==> config.mk <==
export PLATFORM = sky130hd
export DESIGN_NAME = branch_pred_unit
export DESIGN_NICKNAME = d
export VERILOG_FILES = /design/src/rtl/bp_pkg.sv /design/src/rtl/bp_btb.sv /design/src/rtl/branch_pred_unit.sv
export SDC_FILE = /design/constraint.sdc
export NUM_CORES = 2
export LEC_CHECK = 0
export ABC_AREA = 1
export CAP_MARGIN = 20
export CORE_MARGIN = 1.5
export CORE_UTILIZATION = 45
export DETAILED_ROUTE_END_ITERATION = 10
export HOLD_SLACK_MARGIN = 0.1
export PLACE_DENSITY = 0.61
export RECOVER_POWER = 100
export SYNTH_ARGS = -nofsm -noshare
export SYNTH_HDL_FRONTEND = slang
export SYNTH_SLANG_ARGS = --single-unit
==> constraint.sdc <==
create_clock -name clk -period 8.6 [get_ports clk]
set_clock_uncertainty 0.1 [all_clocks]
set_input_delay 1.72 -clock clk [delete_from_list [all_inputs] [get_ports clk]]
set_output_delay 1.72 -clock clk [all_outputs]
set_load 0.02 [all_outputs]
==> src/rtl/bp_pkg.sv <==
// Shared definitions for the fetch-stage branch predictor.
// Contents: control-transfer opcodes, 2-bit direction counter encoding,
// the saturating counter update and a control-transfer opcode test.
package bp_pkg;

  localparam logic [6:0] OPC_BRANCH = 7'b1100011;
  localparam logic [6:0] OPC_JAL    = 7'b1101111;
  localparam logic [6:0] OPC_JALR   = 7'b1100111;

  typedef enum logic [1:0] {
    SNT = 2'b00,
    WNT = 2'b01,
    WT  = 2'b10,
    ST  = 2'b11
  } ctr_t;

  // Move a 2-bit direction counter one step toward the resolved outcome,
  // holding at the strong states.
  function automatic ctr_t ctr_sat_update(ctr_t c, logic taken);
    ctr_t r;
    r = c;
    if (taken) begin
      if (c != ST) r = ctr_t'(c + 2'd1);
    end else begin
      if (c != SNT) r = ctr_t'(c - 2'd1);
    end
    return r;
  endfunction

  function automatic logic is_cti(logic [6:0] opc);
    return (opc == OPC_BRANCH) || (opc == OPC_JAL) || (opc == OPC_JALR);
  endfunction

endpackage

==> src/rtl/bp_btb.sv <==
// Direct-mapped branch target buffer.
// Ports:
//   clk, rst      clock, synchronous active-high reset (clears valid bits)
//   i_rd_pc       lookup PC; o_hit / o_target are combinational from state
//   i_wr_en       write strobe; i_wr_pc selects entry/tag, i_wr_target stored
// A write to the entry being read becomes visible on the following cycle.
module bp_btb #(
  parameter int XLEN    = 32,
  parameter int ENTRIES = 16
) (
  input  logic            clk,
  input  logic            rst,
  input  logic [XLEN-1:0] i_rd_pc,
  output logic            o_hit,
  output logic [XLEN-1:0] o_target,
  input  logic            i_wr_en,
  input  logic [XLEN-1:0] i_wr_pc,
  input  logic [XLEN-1:0] i_wr_target
);

  localparam int IDX_W = $clog2(ENTRIES);
  localparam int TAG_W = XLEN - IDX_W - 2;

  logic             r_valid  [ENTRIES];
  logic [TAG_W-1:0] r_tag    [ENTRIES];
  logic [XLEN-1:0]  r_target [ENTRIES];

  logic [IDX_W-1:0] w_rd_idx;
  logic [TAG_W-1:0] w_rd_tag;
  logic [IDX_W-1:0] w_wr_idx;
  logic [TAG_W-1:0] w_wr_tag;
  logic             w_unused;

  assign w_rd_idx = i_rd_pc[IDX_W+1:2];
  assign w_rd_tag = i_rd_pc[XLEN-1:IDX_W+2];
  assign w_wr_idx = i_wr_pc[IDX_W+1:2];
  assign w_wr_tag = i_wr_pc[XLEN-1:IDX_W+2];
  // Instruction alignment bits never take part in indexing or tagging.
  assign w_unused = ^{i_rd_pc[1:0], i_wr_pc[1:0]};

  assign o_hit    = r_valid[w_rd_idx] && (r_tag[w_rd_idx] == w_rd_tag);
  assign o_target = r_target[w_rd_idx];

  always_ff @(posedge clk) begin
    if (rst) begin
      for (int i = 0; i < ENTRIES; i++) r_valid[i] <= 1'b0;
    end else if (i_wr_en) begin
      r_valid[w_wr_idx] <= 1'b1;
    end
  end

  // Tag/target payload needs no reset: it is qualified by r_valid.
  always_ff @(posedge clk) begin
    if (i_wr_en) begin
      r_tag[w_wr_idx]    <= w_wr_tag;
      r_target[w_wr_idx] <= i_wr_target;
    end
  end

endmodule

==> src/rtl/branch_pred_unit.sv <==
// Fetch-stage branch predictor: gshare PHT, direct-mapped BTB and a
// speculative global history register with checkpoint repair.
// Ports:
//   clk, rst                      clock, synchronous active-high reset
//   f_valid/f_stall/f_pc/f_opcode fetch lookup request
//   pred_taken/pred_target        same-cycle prediction
//   pred_ghr                      history checkpoint travelling with the insn
//   u_*                           resolution from EX/MEM (train + repair)
//   cnt_resolved/cnt_mispred      saturating accuracy counters
module branch_pred_unit
  import bp_pkg::*;
#(
  parameter int XLEN        = 32,
  parameter int GHR_BITS    = 8,
  parameter int BTB_ENTRIES = 16,
  parameter int CNT_W       = 32
) (
  input  logic                clk,
  input  logic                rst,
  input  logic                f_valid,
  input  logic                f_stall,
  input  logic [XLEN-1:0]     f_pc,
  input  logic [6:0]          f_opcode,
  output logic                pred_taken,
  output logic [XLEN-1:0]     pred_target,
  output logic [GHR_BITS-1:0] pred_ghr,
  input  logic                u_valid,
  input  logic [XLEN-1:0]     u_pc,
  input  logic [6:0]          u_opcode,
  input  logic                u_taken,
  input  logic [XLEN-1:0]     u_target,
  input  logic [GHR_BITS-1:0] u_ghr,
  input  logic                u_mispredict,
  output logic [CNT_W-1:0]    cnt_resolved,
  output logic [CNT_W-1:0]    cnt_mispred
);

  localparam int PHT_N = 1 << GHR_BITS;

  logic [GHR_BITS-1:0] r_ghr;
  ctr_t                r_pht [PHT_N];
  logic [CNT_W-1:0]    r_cnt_resolved;
  logic [CNT_W-1:0]    r_cnt_mispred;

  logic [GHR_BITS-1:0] w_f_pht_idx;
  logic [GHR_BITS-1:0] w_u_pht_idx;
  logic                w_btb_hit;
  logic [XLEN-1:0]     w_btb_target;
  logic                w_btb_wr;
  logic                w_taken;

  assign w_f_pht_idx = f_pc[GHR_BITS+1:2] ^ r_ghr;
  assign w_u_pht_idx = u_pc[GHR_BITS+1:2] ^ u_ghr;
  assign w_btb_wr    = !rst && u_valid && u_taken && is_cti(u_opcode);

  bp_btb #(
    .XLEN    (XLEN),
    .ENTRIES (BTB_ENTRIES)
  ) u_btb (
    .clk         (clk),
    .rst         (rst),
    .i_rd_pc     (f_pc),
    .o_hit       (w_btb_hit),
    .o_target    (w_btb_target),
    .i_wr_en     (w_btb_wr),
    .i_wr_pc     (u_pc),
    .i_wr_target (u_target)
  );

  // While rst is high the outputs present the post-reset state, so the
  // registered tables are masked rather than read.
  always_comb begin
    w_taken = 1'b0;
    if (!rst && f_valid) begin
      if (f_opcode == OPC_BRANCH) begin
        w_taken = w_btb_hit && (r_pht[w_f_pht_idx] inside {WT, ST});
      end else if ((f_opcode == OPC_JAL) || (f_opcode == OPC_JALR)) begin
        w_taken = w_btb_hit;
      end
    end
  end

  assign pred_taken   = w_taken;
  assign pred_target  = w_taken ? w_btb_target : f_pc + XLEN'(4);
  assign pred_ghr     = rst ? '0 : r_ghr;
  assign cnt_resolved = r_cnt_resolved;
  assign cnt_mispred  = r_cnt_mispred;

  // A mispredict repair outranks the speculative shift of a same-cycle fetch.
  always_ff @(posedge clk) begin
    if (rst) begin
      r_ghr <= '0;
    end else if (u_valid && u_mispredict) begin
      r_ghr <= (u_opcode == OPC_BRANCH) ? {u_ghr[GHR_BITS-2:0], u_taken} : u_ghr;
    end else if (f_valid && !f_stall && (f_opcode == OPC_BRANCH)) begin
      r_ghr <= {r_ghr[GHR_BITS-2:0], w_taken};
    end
  end

  always_ff @(posedge clk) begin
    if (rst) begin
      for (int i = 0; i < PHT_N; i++) r_pht[i] <= WNT;
    end else if (u_valid && (u_opcode == OPC_BRANCH)) begin
      r_pht[w_u_pht_idx] <= ctr_sat_update(r_pht[w_u_pht_idx], u_taken);
    end
  end

  always_ff @(posedge clk) begin
    if (rst) begin
      r_cnt_resolved <= '0;
      r_cnt_mispred  <= '0;
    end else begin
      if (u_valid && is_cti(u_opcode) && (r_cnt_resolved != '1))
        r_cnt_resolved <= r_cnt_resolved + CNT_W'(1);
      if (u_valid && u_mispredict && (r_cnt_mispred != '1))
        r_cnt_mispred <= r_cnt_mispred + CNT_W'(1);
    end
  end

endmodule

# Word level (Yosys, flattened, before mapping)
# Memories as Yosys holds them, arrays and structs flattened.
# Index checks and enable logic that the tools add are counted.
# W data, S select, Z words.
# word_totals
output_inout_bits	105
latch_bits	0
word_cells	77
rom_bits	0
regBits	72
mem_count	4
ramBits	1456
input_bits	125
# op_classes
mux	28
n_div	0
n_shift	0
bitwise_logic	2
multipliers	0
n_reduce_logical	23
magnitude_cmp	0
eq_ne	12
add_sub_neg	5
# mem_list
memory	words	width	read_ports	rd_ports_with_merged_regs	wr	line_no	text
r_pht	256	2	2	0	256	branch_pred_unit.sv:41	ctr_t r_pht [PHT_N];
u_btb.r_target	16	32	1	0	1	bp_btb.sv:26	logic [XLEN-1:0] r_target [ENTRIES];
u_btb.r_tag	16	26	1	0	1	bp_btb.sv:25	logic [TAG_W-1:0] r_tag [ENTRIES];
u_btb.r_valid	16	1	1	0	16	bp_btb.sv:24	logic r_valid [ENTRIES];
# ops
op	n
$add A32 B1 Y32 const B	2
$ne A32 B32 Y1 const B	2
$eq A7 B7 Y1 const B	6
$mux W8	5
$add A32 B3 Y32 const B	1
$mux W32	1
$eq A26 B26 Y1	1
$xor A8 B8 Y8	2
$mux W1	15
$logic_and A1 B1 Y1	13
$mux W2	6
$reduce_bool A2 Y1	3
$eq A2 B2 Y1 const B	2
$mux W4	1
$logic_or A1 B1 Y1	3
$add A2 B1 Y2 const B	1
$logic_not A1 Y1	2
$ne A2 B2 Y1 const B	1
$reduce_or A2 Y1	1
$sub A2 B1 Y2 const B	1
$reduce_or A1 Y1	1

# Longest topological paths before layout
# logic_depth
ltp_word	9
depth_mapped	23
ltp_nobuf	19

# By module
# From an unflattened synthesis, not the netlist that was laid out.
# unflattened
hier_cells	7801
hier_area_um2	72396.9
# by_module_without_submodules
module	area_per_inst_um2	cells_each	seq_area_each_um2	n_inst
bp_btb	38366.8	3160	28187.0	1
branch_pred_unit	34030.1	4641	16816.1	1

# Worst setup path after synthesis
# OpenSTA, ideal clock, no wires.
# synth_timing
kind	input port to output port
startpoint	in f_pc[2]
endpoint	out pred_target[0]
t_arrival_ns	4.218
stages	16
n_path_buf	5
required_ns	6.780
slack_ns	2.562
cell_sequence	buf_4 -> inv_2 -> buf_2 -> buf_2 -> buf_2 -> nor2_1 -> o211ai_1 -> nand3_1 -> nand3_1 -> nand4_1 -> nor2_1 -> nand3_1 -> nor2_2 -> nand2_1 -> buf_2 -> o21ai_0
# synth_via
elab_chain_len	8
word_cells_on_any_way	15
classes_between	3 x eq/ne; 4 x mux; 1 x bitwise; 3 x reduce/logical; 4 x memory
# synth_lines
element	line_no	text
start, declared	branch_pred_unit.sv:22	input logic [XLEN-1:0] f_pc,
$xor A8 B8 Y8	branch_pred_unit.sv:52	assign w_f_pht_idx = f_pc[GHR_BITS+1:2] ^ r_ghr;
$mem_v2 Z256 W2	-	
$eq A2 B2 Y1	branch_pred_unit.sv:76	w_taken = w_btb_hit && (r_pht[w_f_pht_idx] inside {WT, ST});
$reduce_bool A2 Y1	branch_pred_unit.sv:76	
$logic_and A1 B1 Y1	branch_pred_unit.sv:76	
$mux W1	branch_pred_unit.sv:75	if (f_opcode == OPC_BRANCH) begin
$mux W1	branch_pred_unit.sv:74	if (!rst && f_valid) begin
$mux W32 (*)	branch_pred_unit.sv:84	assign pred_target = w_taken ? w_btb_target : f_pc + XLEN'(4);
end, declared	branch_pred_unit.sv:25	output logic [XLEN-1:0] pred_target,
# Every way passes the cells marked *; elsewhere a longest branch is shown, timed or not.

# Worst setup path in the final report
# layout_timing
startpoint	in f_pc[5]
endpoint	out pred_target[13]
# Same word-level chain as after synthesis.

==> results.cfg <==
[synth]
synthDistinctLibCells = 43
yosysMostFrequentCell = nor2_1
synth.avg_cell_area_um2 = 9.37
synth_top_area_share_pct = 60.8
synth_nets = 7716
synthCells = 7588
synthesis.area_um2 = 71100
async_flop_share_pct = 0
synth_flop_cell = edfxtp_1
synth_warnings = 0
synth_top_area_cell = edfxtp_1
synth_area_leaders = edfxtp_1 61%, nor2_1 9.2%, nand2_1 8.4%, o21ai_0 4.8%, inv_1 3.2%
synth_top_cells_by_count = 1,749 x nor2_1, 1,590 x nand2_1, 1,440 x edfxtp_1
synth_edf_count = 1440
ys_ff_latch = 1528
ys_seq_area_share_pct = 63.3

[worst_setup_path]
crit_path_start = f_pc[5]
critical_path.max_fanout = 29
rr_endpoint = r_pht[203][0]
rr_worst_depth = 14
cp.required_ps = 6780
startpoint_type = input pin
arrival_ps = 6510
cp-end-kind = primary output
rrSetupSlack_ps = 3710
critPathKind = input pin to primary output
crit_end = pred_target[13]
r2r-start = r_pht[162][1]

[power]
peakVddDrop_uv = 190
switching_share_pct = 25.7
power_leakage_nw = 28.1
p_int_w = 0.0126
seqPwrFrac_pct = 48.2
powerDensity_nw_per_um2 = 211
power_switching_w = 0.00437
p_comb_share_pct = 10.1
power.total_w = 0.0170
clkPwrFrac_pct = 41.7

[detailed_routing]
wl_met2_um = 107000
firstDrtPassIters = 9
dr_wl_met3_um = 19800
viasPerCell = 5.66
drt_drc_violations_left = 0
drtAntennaViolNets = 0
m1WireLength_um = 90200
highest_layer = met5
vias = 55801
totalWireLength_um = 226000
wl_per_cell_um = 22.9
drtIter0Drc = 6415

[clock_tree]
cts_buffers = 163
ctsHtreeMaxLevel = 4
cts_buffer_depth = 3
cts_hold_buf = 0
cts-resized-gates = 0
cts_setup_buffers = 0
cts_tree = built
clock-root-buffer = clkbuf_16
cts.sinks = 1528
cts.clk_slew.worst_paths_ps = 60
clk_latency_ps = 800

[status]
violations = capacitance limit, slew limit
status = finished, violations left

[global_route]
antenna_found_initial = 21
grt_max_degree = 195
grt_overflow = 0
track_usage_pct = 27.5
grt_pass1_wl_um = 332000
grt_pass1_vias = 52644

[final_layout]
fin_util_pct = 51.5
layout-drive-gt1-share_pct = 4.87
final_nets = 7792
fin_cells = 9864
area_growth_syn_to_layout_pct = 13.4

[floorplanning]
start_util_pct = 45.4
die_w_um = 400
fp.dieH_um = 400
ios = 230
num_rows = 145
die-area_um2 = 160000
core_um2 = 157000

[sta]
period_needed_ps = 8330
fmax_mhz = 120
worst_pin_slew_ps = 3710
maxSlewHeadroom_pct = -147
rsz0062_at_grt = no
setup_violations = 0
slew_viol_final = 1118
fin_crit_sh_pct = 96.9
timing_hold_violations_final = 0
layout_setup_ws_ps = 267
tns_ps = 0

[placed_design]
io_buffers = 227
post-place-ws_ps = 476
gp_congestion = 0.931
place_hpwl_um = 130000
placed_cells = 9555

[job]
cap_violations = 37

[min_path]
hold_path.class = flip-flop to flip-flop
-- placed cells by master, fill, tap and decap left out, types with 36 or more instances in the layout --
cell	synthesis	final
o221ai_1	42	42
clkbuf_16	0	164
buf_4	41	69
dlygate4sd3_1	0	150
o21ai_0	676	676
o211ai_1	71	71
nand2_1	1590	1582
clkbuf_1	282	62
dfxtp_1	88	88
inv_1	599	602
clkdlybuf4s50_1	0	73
a21oi_1	106	106
nor2_1	1749	1737
edfxtp_1	1440	1440
clkinv_1	16	51
nor3_1	36	36
nand3_1	385	385
o22ai_1	120	120
-- power groups by stage --
stage                     clock, W  sequential, W  combinational [W]
final                      0.00708        0.00820            0.00172
after global routing       0.00744        0.00820            0.00183
after CTS                  0.00715        0.00819            0.00173
after detailed placement         0        0.00835            0.00173
after global placement           0        0.00835            0.00171
after floorplan                  0        0.00834            0.00101
-- layout make-up --
class | count | area, um2
timing repair buffer | 360 | 3320
tap | 2058 | 2570
multi-input combinational | 4984 | 21900
sequential | 1528 | 45000
fill | 14031 | 76000
antenna | 9 | 22.5
inverter | 627 | 2370
clock inverter | 94 | 1090
clock buffer | 204 | 4280
-- registers in the layout (all words and copies together) (netlist names) --
register        flops
u_btb.r_target    512
cnt_resolved       32
r_pht             512
cnt_mispred        32
u_btb.r_tag       416
u_btb.r_valid      16
r_ghr               8
-- metal layers --
metal  track usage, %  up-vias
met3             4.40      531
met1             36.4    27013
met5                0        -
li1                 -    25574
met4             10.8       10
met2             45.3     2673
-- logic make-up (layout without fill, tap and decap cells) --
logic type	after synthesis	count (layout)	share of synthesized area, %
simple gates	3842	3842	21.4
buf+inv	1076	1285	6.08
flops	1528	1528	63.3
xor+xnor	54	54	0.676
fa+ha+maj	3	3	0.0528
other cells	0	9	0
compound gates	1085	1085	8.51
-- critical path, cell delays in order --
cell             delay, ps
clkdlybuf4s50_1        870
clkinv_2               220
nor2_4                 890
nand2_1                180
nand2_1                110
inv_1                   50
nand3_1                130
nand2_1                 70
nor2_1                 140
nand2_1                 80
nor2_1                 110
nand2_1                 70
nor2_2                 310
nand2_2                290
buf_4                  280
o21ai_1                240
dlygate4sd3_1          720
-- worst min-delay path by stage --
stage / startpoint / endpoint / slack (ps) / cells after the start
2_1_floorplan: u_btb.r_valid[11] / u_btb.r_valid[11] / 330 / 2
3_3_place_gp: u_btb.r_valid[15] / u_btb.r_valid[15] / 340 / 2
3_5_place_dp: u_btb.r_valid[12] / u_btb.r_valid[12] / 350 / 2
4_1_cts: u_btb.r_valid[6] / u_btb.r_valid[6] / 360 / 2
5_1_grt: u_btb.r_valid[6] / u_btb.r_valid[6] / 380 / 2
6_report: u_btb.r_valid[12] / u_btb.r_valid[12] / 360 / 2
-- metrics by stage --
step	hold slack (ps)	area (um2)
3_3_place_gp	340	75600
4_1_cts	362	81000
6_report	363	80600
3_5_place_dp	349	75600
2_1_floorplan	329	71100
5_1_grt	377	80600
Power figures use the tool's default switching activity.
